## src/rtl/adc_resp_pkg.sv

```systemverilog
// Shared constants, state encoding and config decode for the LTC2308-style SPI responder.
package adc_resp_pkg;

    localparam int unsigned DATA_W = 12;
    localparam int unsigned CFG_W  = 6;
    localparam int unsigned CH_W   = 3;

    localparam int unsigned CFG_SD  = 5;
    localparam int unsigned CFG_OS  = 4;
    localparam int unsigned CFG_S1  = 3;
    localparam int unsigned CFG_S0  = 2;
    localparam int unsigned CFG_UNI = 1;
    localparam int unsigned CFG_SLP = 0;

    typedef enum logic [1:0] {
        IDLE,
        SHIFT,
        CONV
    } state_e;

    // Single-ended channel map; differential configs reuse the same mapping.
    function automatic logic [CH_W-1:0] ch_from_cfg(input logic [CFG_W-1:0] cfg);
        return {cfg[CFG_S1], cfg[CFG_S0], cfg[CFG_OS]};
    endfunction

endpackage

```

## src/rtl/adc_spi_responder_if.sv

```systemverilog
// ADC serial link: controller (master) drives SCLK/CS_N/DIN, responder (slave) drives DOUT.
interface adc_spi_responder_if;

    logic ADC_SCLK;
    logic ADC_CS_N;
    logic ADC_DIN;
    logic ADC_DOUT;

    modport master (
        output ADC_SCLK,
        output ADC_CS_N,
        output ADC_DIN,
        input  ADC_DOUT
    );

    modport slave (
        input  ADC_SCLK,
        input  ADC_CS_N,
        input  ADC_DIN,
        output ADC_DOUT
    );

endinterface

```

## src/rtl/adc_resp_sync.sv

```systemverilog
// Multi-flop synchronizer with a trailing edge-detect flop producing rise/fall pulses.
module adc_resp_sync #(
    parameter int unsigned STAGES = 2
) (
    input  logic clock,
    input  logic d_i,
    output logic level_o,
    output logic rise_o,
    output logic fall_o
);

    logic [STAGES-1:0] sync_q;
    logic              prev_q;

    // No reset: the chain keeps tracking the line so reset release never fakes an edge.
    always_ff @(posedge clock) begin
        sync_q <= STAGES'({sync_q, d_i});
        prev_q <= sync_q[STAGES-1];
    end

    assign level_o = sync_q[STAGES-1];
    assign rise_o  = sync_q[STAGES-1] & ~prev_q;
    assign fall_o  = ~sync_q[STAGES-1] & prev_q;

endmodule

```

## src/rtl/adc_spi_responder.sv

```systemverilog
// Loopback responder for an LTC2308-style ADC: captures config, returns last frame's result.
// Optional dither: define ADC_RESP_NOISE_EN to add LFSR noise to each snapshot.
module adc_spi_responder
    import adc_resp_pkg::*;
#(
    parameter int unsigned NUM_CH      = 8,
    parameter int unsigned CONV_CYCLES = 80,
    parameter int unsigned SYNC_STAGES = 2
) (
    input  logic                     clock,
    input  logic                     reset,
    adc_spi_responder_if.slave       spi,
    input  logic [NUM_CH*DATA_W-1:0] ch_data,
    output logic                     frame_done,
    output logic [CH_W-1:0]          last_channel,
    output logic                     conv_violation
);

    localparam int unsigned CONV_W = $clog2(CONV_CYCLES + 1);
    localparam int unsigned CCNT_W = $clog2(CFG_W + 1);
    localparam int unsigned OCNT_W = $clog2(DATA_W);
    localparam int unsigned SUM_W  = DATA_W + 1;

    logic sclk_rise_c, sclk_fall_c, cs_rise_c, cs_fall_c, din_c;
    logic unused_sclk_lvl, unused_cs_lvl, unused_din_rise, unused_din_fall;

    adc_resp_sync #(.STAGES(SYNC_STAGES)) u_sync_sclk (
        .clock(clock), .d_i(spi.ADC_SCLK),
        .level_o(unused_sclk_lvl), .rise_o(sclk_rise_c), .fall_o(sclk_fall_c)
    );
    adc_resp_sync #(.STAGES(SYNC_STAGES)) u_sync_cs (
        .clock(clock), .d_i(spi.ADC_CS_N),
        .level_o(unused_cs_lvl), .rise_o(cs_rise_c), .fall_o(cs_fall_c)
    );
    adc_resp_sync #(.STAGES(SYNC_STAGES)) u_sync_din (
        .clock(clock), .d_i(spi.ADC_DIN),
        .level_o(din_c), .rise_o(unused_din_rise), .fall_o(unused_din_fall)
    );

    state_e              state_q, state_d;
    logic [DATA_W-1:0]   shift_q, shift_d;
    logic [DATA_W-1:0]   result_q, result_d;
    logic [CFG_W-1:0]    cfg_q, cfg_d;
    logic [CCNT_W-1:0]   cfg_cnt_q, cfg_cnt_d;
    logic [OCNT_W-1:0]   out_cnt_q, out_cnt_d;
    logic [CONV_W-1:0]   conv_cnt_q, conv_cnt_d;
    logic [CH_W-1:0]     last_ch_q, last_ch_d;
    logic                uni_q, uni_d;
    logic                dout_q, dout_d;
    logic                frame_done_q, frame_done_d;
    logic                conv_viol_q, conv_viol_d;
    logic [DATA_W-1:0]   sel_c, noisy_c, snap_c;
    logic                unused_cfg_bits;

    // SLP and S/D are captured but carry no behaviour.
    assign unused_cfg_bits = cfg_q[CFG_SD] ^ cfg_q[CFG_SLP];

    assign sel_c = ch_data[DATA_W*32'(last_ch_q) +: DATA_W];

`ifdef ADC_RESP_NOISE_EN
    logic [15:0]      lfsr_q, lfsr_d;
    logic [SUM_W-1:0] sum_c;

    assign sum_c   = SUM_W'(sel_c) + SUM_W'(lfsr_q[1:0]);
    assign noisy_c = sum_c[DATA_W] ? '1 : sum_c[DATA_W-1:0];
`else
    assign noisy_c = sel_c;
`endif

    // Bipolar mode flips the MSB: offset-binary to two's complement.
    assign snap_c = uni_q ? noisy_c : (noisy_c ^ {1'b1, {(DATA_W-1){1'b0}}});

    always_comb begin
        state_d      = state_q;
        shift_d      = shift_q;
        result_d     = result_q;
        cfg_d        = cfg_q;
        cfg_cnt_d    = cfg_cnt_q;
        out_cnt_d    = out_cnt_q;
        conv_cnt_d   = conv_cnt_q;
        last_ch_d    = last_ch_q;
        uni_d        = uni_q;
        dout_d       = dout_q;
        frame_done_d = 1'b0;
        conv_viol_d  = 1'b0;
`ifdef ADC_RESP_NOISE_EN
        lfsr_d       = lfsr_q;
`endif
        // Frame start from IDLE, or early start that abandons a pending snapshot.
        if (cs_fall_c && state_q != SHIFT) begin
            conv_viol_d = (state_q == CONV);
            shift_d     = result_q;
            dout_d      = result_q[DATA_W-1];
            cfg_cnt_d   = '0;
            out_cnt_d   = '0;
            state_d     = SHIFT;
        end else begin
            case (state_q)
                SHIFT: begin
                    if (cs_rise_c) begin
                        frame_done_d = 1'b1;
                        if (cfg_cnt_q == CCNT_W'(CFG_W)) begin
                            last_ch_d = ch_from_cfg(cfg_q);
                            uni_d     = cfg_q[CFG_UNI];
                        end
                        conv_cnt_d = CONV_W'(CONV_CYCLES - 1);
                        state_d    = CONV;
                    end else begin
                        if (sclk_rise_c && cfg_cnt_q < CCNT_W'(CFG_W)) begin
                            cfg_d     = {cfg_q[CFG_W-2:0], din_c};
                            cfg_cnt_d = cfg_cnt_q + CCNT_W'(1);
                        end
                        if (sclk_fall_c) begin
                            if (out_cnt_q < OCNT_W'(DATA_W - 1)) begin
                                shift_d   = {shift_q[DATA_W-2:0], 1'b0};
                                dout_d    = shift_q[DATA_W-2];
                                out_cnt_d = out_cnt_q + OCNT_W'(1);
                            end else begin
                                dout_d = 1'b0;
                            end
                        end
                    end
                end
                CONV: begin
                    if (conv_cnt_q == '0) begin
                        result_d = snap_c;
                        state_d  = IDLE;
`ifdef ADC_RESP_NOISE_EN
                        lfsr_d   = {lfsr_q[14:0], lfsr_q[15] ^ lfsr_q[13] ^ lfsr_q[12] ^ lfsr_q[10]};
`endif
                    end else begin
                        conv_cnt_d = conv_cnt_q - CONV_W'(1);
                    end
                end
                default: state_d = state_q;
            endcase
        end
    end

    always_ff @(posedge clock) begin
        if (reset) begin
            state_q      <= IDLE;
            shift_q      <= '0;
            result_q     <= '0;
            cfg_q        <= '0;
            cfg_cnt_q    <= '0;
            out_cnt_q    <= '0;
            conv_cnt_q   <= '0;
            last_ch_q    <= '0;
            uni_q        <= 1'b1;
            dout_q       <= 1'b0;
            frame_done_q <= 1'b0;
            conv_viol_q  <= 1'b0;
`ifdef ADC_RESP_NOISE_EN
            lfsr_q       <= 16'hACE1;
`endif
        end else begin
            state_q      <= state_d;
            shift_q      <= shift_d;
            result_q     <= result_d;
            cfg_q        <= cfg_d;
            cfg_cnt_q    <= cfg_cnt_d;
            out_cnt_q    <= out_cnt_d;
            conv_cnt_q   <= conv_cnt_d;
            last_ch_q    <= last_ch_d;
            uni_q        <= uni_d;
            dout_q       <= dout_d;
            frame_done_q <= frame_done_d;
            conv_viol_q  <= conv_viol_d;
`ifdef ADC_RESP_NOISE_EN
            lfsr_q       <= lfsr_d;
`endif
        end
    end

    assign spi.ADC_DOUT   = dout_q;
    assign frame_done     = frame_done_q;
    assign conv_violation = conv_viol_q;
    assign last_channel   = last_ch_q;

endmodule
```

## src/flat_wrapper.sv

```systemverilog
// flat-port wrapper written by rule: the top's interface ports become plain ports
module adc_spi_responder_flat import adc_resp_pkg::*;
#(
    parameter int unsigned NUM_CH      = 8,
    parameter int unsigned CONV_CYCLES = 80,
    parameter int unsigned SYNC_STAGES = 2
)
  (clock, reset, ch_data, frame_done, last_channel, conv_violation, spi_ADC_SCLK, spi_ADC_CS_N, spi_ADC_DIN, spi_ADC_DOUT);
  adc_spi_responder_if spi_i ();
  input  logic clock;
  input  logic reset;
  input  logic [NUM_CH*DATA_W-1:0] ch_data;
  output logic frame_done;
  output logic [CH_W-1:0] last_channel;
  output logic conv_violation;
  input wire logic [$bits(spi_i.ADC_SCLK)-1:0] spi_ADC_SCLK;
  input wire logic [$bits(spi_i.ADC_CS_N)-1:0] spi_ADC_CS_N;
  input wire logic [$bits(spi_i.ADC_DIN)-1:0] spi_ADC_DIN;
  output wire logic [$bits(spi_i.ADC_DOUT)-1:0] spi_ADC_DOUT;
  assign spi_i.ADC_SCLK = spi_ADC_SCLK;
  assign spi_i.ADC_CS_N = spi_ADC_CS_N;
  assign spi_i.ADC_DIN = spi_ADC_DIN;
  assign spi_ADC_DOUT = spi_i.ADC_DOUT;
  adc_spi_responder #(.NUM_CH(NUM_CH), .CONV_CYCLES(CONV_CYCLES), .SYNC_STAGES(SYNC_STAGES)) u_core (.clock(clock), .reset(reset), .spi(spi_i), .ch_data(ch_data), .frame_done(frame_done), .last_channel(last_channel), .conv_violation(conv_violation));
endmodule
```

## config.mk

```make
export PLATFORM = sky130hd
export DESIGN_NAME = adc_spi_responder_flat
export DESIGN_NICKNAME = d
export VERILOG_FILES = /design/src/rtl/adc_resp_pkg.sv /design/src/rtl/adc_spi_responder_if.sv /design/src/rtl/adc_resp_sync.sv /design/src/rtl/adc_spi_responder.sv /design/src/flat_wrapper.sv
export SDC_FILE = /design/constraint.sdc
export NUM_CORES = 1
export LEC_CHECK = 0
export ABC_AREA = 1
export CELL_PAD_IN_SITES_DETAIL_PLACEMENT = 1
export CELL_PAD_IN_SITES_GLOBAL_PLACEMENT = 2
export CORE_AREA = 5 5 140 108
export CTS_CLUSTER_DIAMETER = 200
export CTS_CLUSTER_SIZE = 20
export DETAILED_ROUTE_END_ITERATION = 16
export DIE_AREA = 0 0 145 113
export PLACE_DENSITY = 0.92
export SYNTH_ARGS = -nofsm -noshare
export SYNTH_HDL_FRONTEND = slang
export SYNTH_SLANG_ARGS = --single-unit
```

## constraint.sdc

```tcl
create_clock -name clock -period 4.4 [get_ports clock]
set_input_delay 0.44 -clock clock [delete_from_list [all_inputs] [get_ports clock]]
set_output_delay 0.44 -clock clock [all_outputs]
set_load 0.005 [all_outputs]
```

==> results by group <==
Routing
  • Initial drt markers: 168
  • DRC viols: 0
  • Drt total wl: 12100 um
  • Final antenna-violating net count: 0
  • TritonRoute pass-1 iters: 4
  • WL/cell: 15.1 um
  • Via count: ~3800
  • Via density: 4.71

STA
  • Final Critical Period: 2.59 ns
  • Period Utilization, post-route: 0.589
  • Final Setup Violations: 0
  • Clock skew: 0.00437 ns
  • Fmax: 386 MHz
  • RSZ-0062 raised after global routing: false
  • Hold Vio Cnt, Final: 0
  • Setup TNS: 0 ns
  • Final Max Slew Viols: 0
  • Slew Limit Headroom: 0.434
  • Final setup margin: 1.81 ns
  • Worst-margin pin slew: about 0.85 ns

CTS
  • Post-CTS Setup Inserts: 0
  • Clk sink count: 59
  • CTS tree: built
  • Reg clk slew, reported paths: approximately 0.050 ns
  • TritonCTS Buffers: 9
  • Worst-Skew Late Latency: between 0.3 and 0.4 ns
  • Htree depth: 3
  • Largest buffer count on any clock path: 2
  • CTS resizes: 0
  • Cts hold-fix bufs: 0
  • CTS root buf: clkbuf_16

Die
  • Die area: 16400 sq um
  • Top-level port count: 107
  • Die width: ~150 um
  • Row count: 37
  • Die Y: 113 um
  • Initial core utilization: 0.245
  • Area of the core: 13600 sq um

Flow run
  • Max-Cap Viols: 0

Pwr
  • Leakage: approximately 2.0 nW
  • Maximum vdd drop: 0.000180 V
  • Cell Pwr Density: ~370 nW/um^2

Synthesis
  • Post-synth top area share: 0.355
  • Synth top area cells: dfxtp_1, nand2_1, nand3_1
  • Sequential share of the synthesized area: 0.355
  • Syn Area/Cell: between 6 and 7 sq um
  • Post-synth EDFFs: 0
  • Synth Cell Area: 3320 sq um
  • Post-synth top area cell: dfxtp_1
  • #FFs+latches synth: 59
  • Synth Instances: 530
  • FFs w/ async S/R, synth: 0
  • Post-synth net total: 638
  • Top_reg_cell synth: dfxtp_1
  • Yosys cell types: 35
  • Yosys warnings: 0

Global routing
  • Initial antenna violation count: 0
  • Remaining global-route overflow: 0
  • Wire length of the first global-routing pass: approximately 20000 um
  • Gr usage total: 0.148
  • Vias in the first global route: 3933
  • Largest net degree at the start of global routing: 50

Cells and area
  • Nets: 730
  • Layout cells sized above 1: 0.0527
  • Area grow syn2layout: 45.9%
  • Antenna Cells: 0

Worst setup path
  • Classification of the worst setup path: register to primary output
  • Critical Path RT: approximately 4.0 ns
  • Worst setup SP type: register
  • Critical Path Source: u_core.last_channel[0]
  • Crit path DAT: 2.15 ns
  • Critical R2R Launch: u_core.state_q[1]
  • Crit Path Max Fanout: 32
  • CP Capture Type: primary output

Place
  • Place WS: roughly 1.8 ns
  • Port Buffers: 106
  • Routability-driven placement congestion ratio: 0.805
  • Post-detail-place hpwl: 9090 um

Worst hold path
  • Hold Crit Class: register to register
  • Hold_sp: u_core.u_sync_din.sync_q[0]

Status
  • Status: completed
layer usage:
layer  GRT usage  vias to the layer above  part of all wire
li1            -                     1882                 -
met1       0.184                     1821              0.46
met2       0.258                       58              0.49
met3      0.0416                       10             0.035
met4      0.0276                        0             0.010
met5           0                        -                 0
per-stage QoR:
step | instances | area (sq um) | total power [mW] | hold WS [ns] | util
global route | 801 | 4850 | 1.87 | 0.340 | 0.358
CTS | 801 | 4850 | 1.80 | 0.329 | 0.358
floorplan | 530 | 3320 | 0.786 | 0.310 | -
global placement | 786 | 4490 | 0.911 | 0.312 | 0.331
detailed placement | 786 | 4490 | 0.926 | 0.316 | 0.331
finish | 801 | 4850 | 1.78 | 0.330 | 0.358
cell usage in the layout (no fill, tap or decap), types with 3 or more instances in the layout:
| cell | synthesis | layout |
|---|---|---|
| buf_4 | 2 | 3 |
| o21ai_0 | 35 | 35 |
| nand3_1 | 64 | 64 |
| nor3_1 | 5 | 5 |
| inv_1 | 34 | 34 |
| ha_1 | 7 | 7 |
| dfxtp_1 | 59 | 59 |
| bufinv_16 | 0 | 4 |
| a21oi_1 | 26 | 26 |
| clkbuf_16 | 0 | 9 |
| nor2_1 | 63 | 63 |
| inv_2 | 4 | 4 |
| a31oi_1 | 8 | 8 |
| clkdlybuf4s50_1 | 0 | 106 |
| nand2_1 | 175 | 175 |
flip-flops by register name, indices dropped and copies added, names as in the netlist, 2 cells and up:
| name | flops |
|---|---|
| u_core.shift_q | 11 |
| u_core.u_sync_sclk.sync_q | 2 |
| u_core.state_q | 2 |
| u_core.u_sync_din.sync_q | 2 |
| u_core.last_channel | 3 |
| u_core.cfg_cnt_q | 3 |
| u_core.out_cnt_q | 4 |
| u_core.cfg_q | 5 |
| u_core.conv_cnt_q | 7 |
| u_core.result_q | 12 |
| u_core.u_sync_cs.sync_q | 2 |
logic make-up (layout without fill, tap and decap cells):
logic type	Yosys count	count (layout)	share of synthesized area
buf+inv	67	163	0.0866
flops	59	59	0.355
fa+ha+maj	7	7	0.0263
compound gates	75	75	0.122
simple gates	320	320	0.405
xor+xnor	2	2	0.00527
synth_stat cells, types with 2 or more instances:
master,number
a21oi_1,26
a21oi_2,2
a31oi_1,8
buf_2,11
buf_4,2
buf_6,2
clkbuf_1,12
dfxtp_1,59
ha_1,7
inv_1,34
inv_2,4
nand2_1,175
nand2_2,2
nand3_1,64
nand4_1,2
nor2_1,63
nor3_1,5
o21ai_0,35
area by class of cell:
cell class / instances / area [sq um]
Tap cell: 175 / 219
Sequential cell: 59 / 1180
Inverter: 39 / 146
Multi-Input combinational cell: 404 / 1860
Fill cell: 1709 / 8710
Clock buffer: 10 / 239
Timing Repair Buffer: 109 / 1080
Clock inverter: 5 / 125
worst max-delay path, cell delays in order, from the launching register on:
cell and delay (ns):
dfxtp_1 0.79, buf_4 0.44, clkdlybuf4s50_1 0.58
final timing paths:
path | slack [ns] | depth (start not counted) | to
worst min-delay path | 0.33 | 0 | u_core.u_sync_din.sync_q[1]
worst max register to register | 2.14 | 9 | u_core.shift_q[1]
worst max-delay path | 1.81 | 2 | last_channel[0]
worst min register to register | 0.33 | 0 | u_core.u_sync_din.sync_q[1]
power breakdown:
group | leakage [nW] | internal [mW] | total [mW] | switching (mW)
Sequential | 0.482 | 0.574 | 0.600 | 0.0257
Clock | 0.179 | 0.621 | 0.861 | 0.240
Combinational | 1.38 | 0.158 | 0.316 | 0.158
Total | 2.04 | 1.35 | 1.78 | 0.423
(Power assumes the default switching activity.)
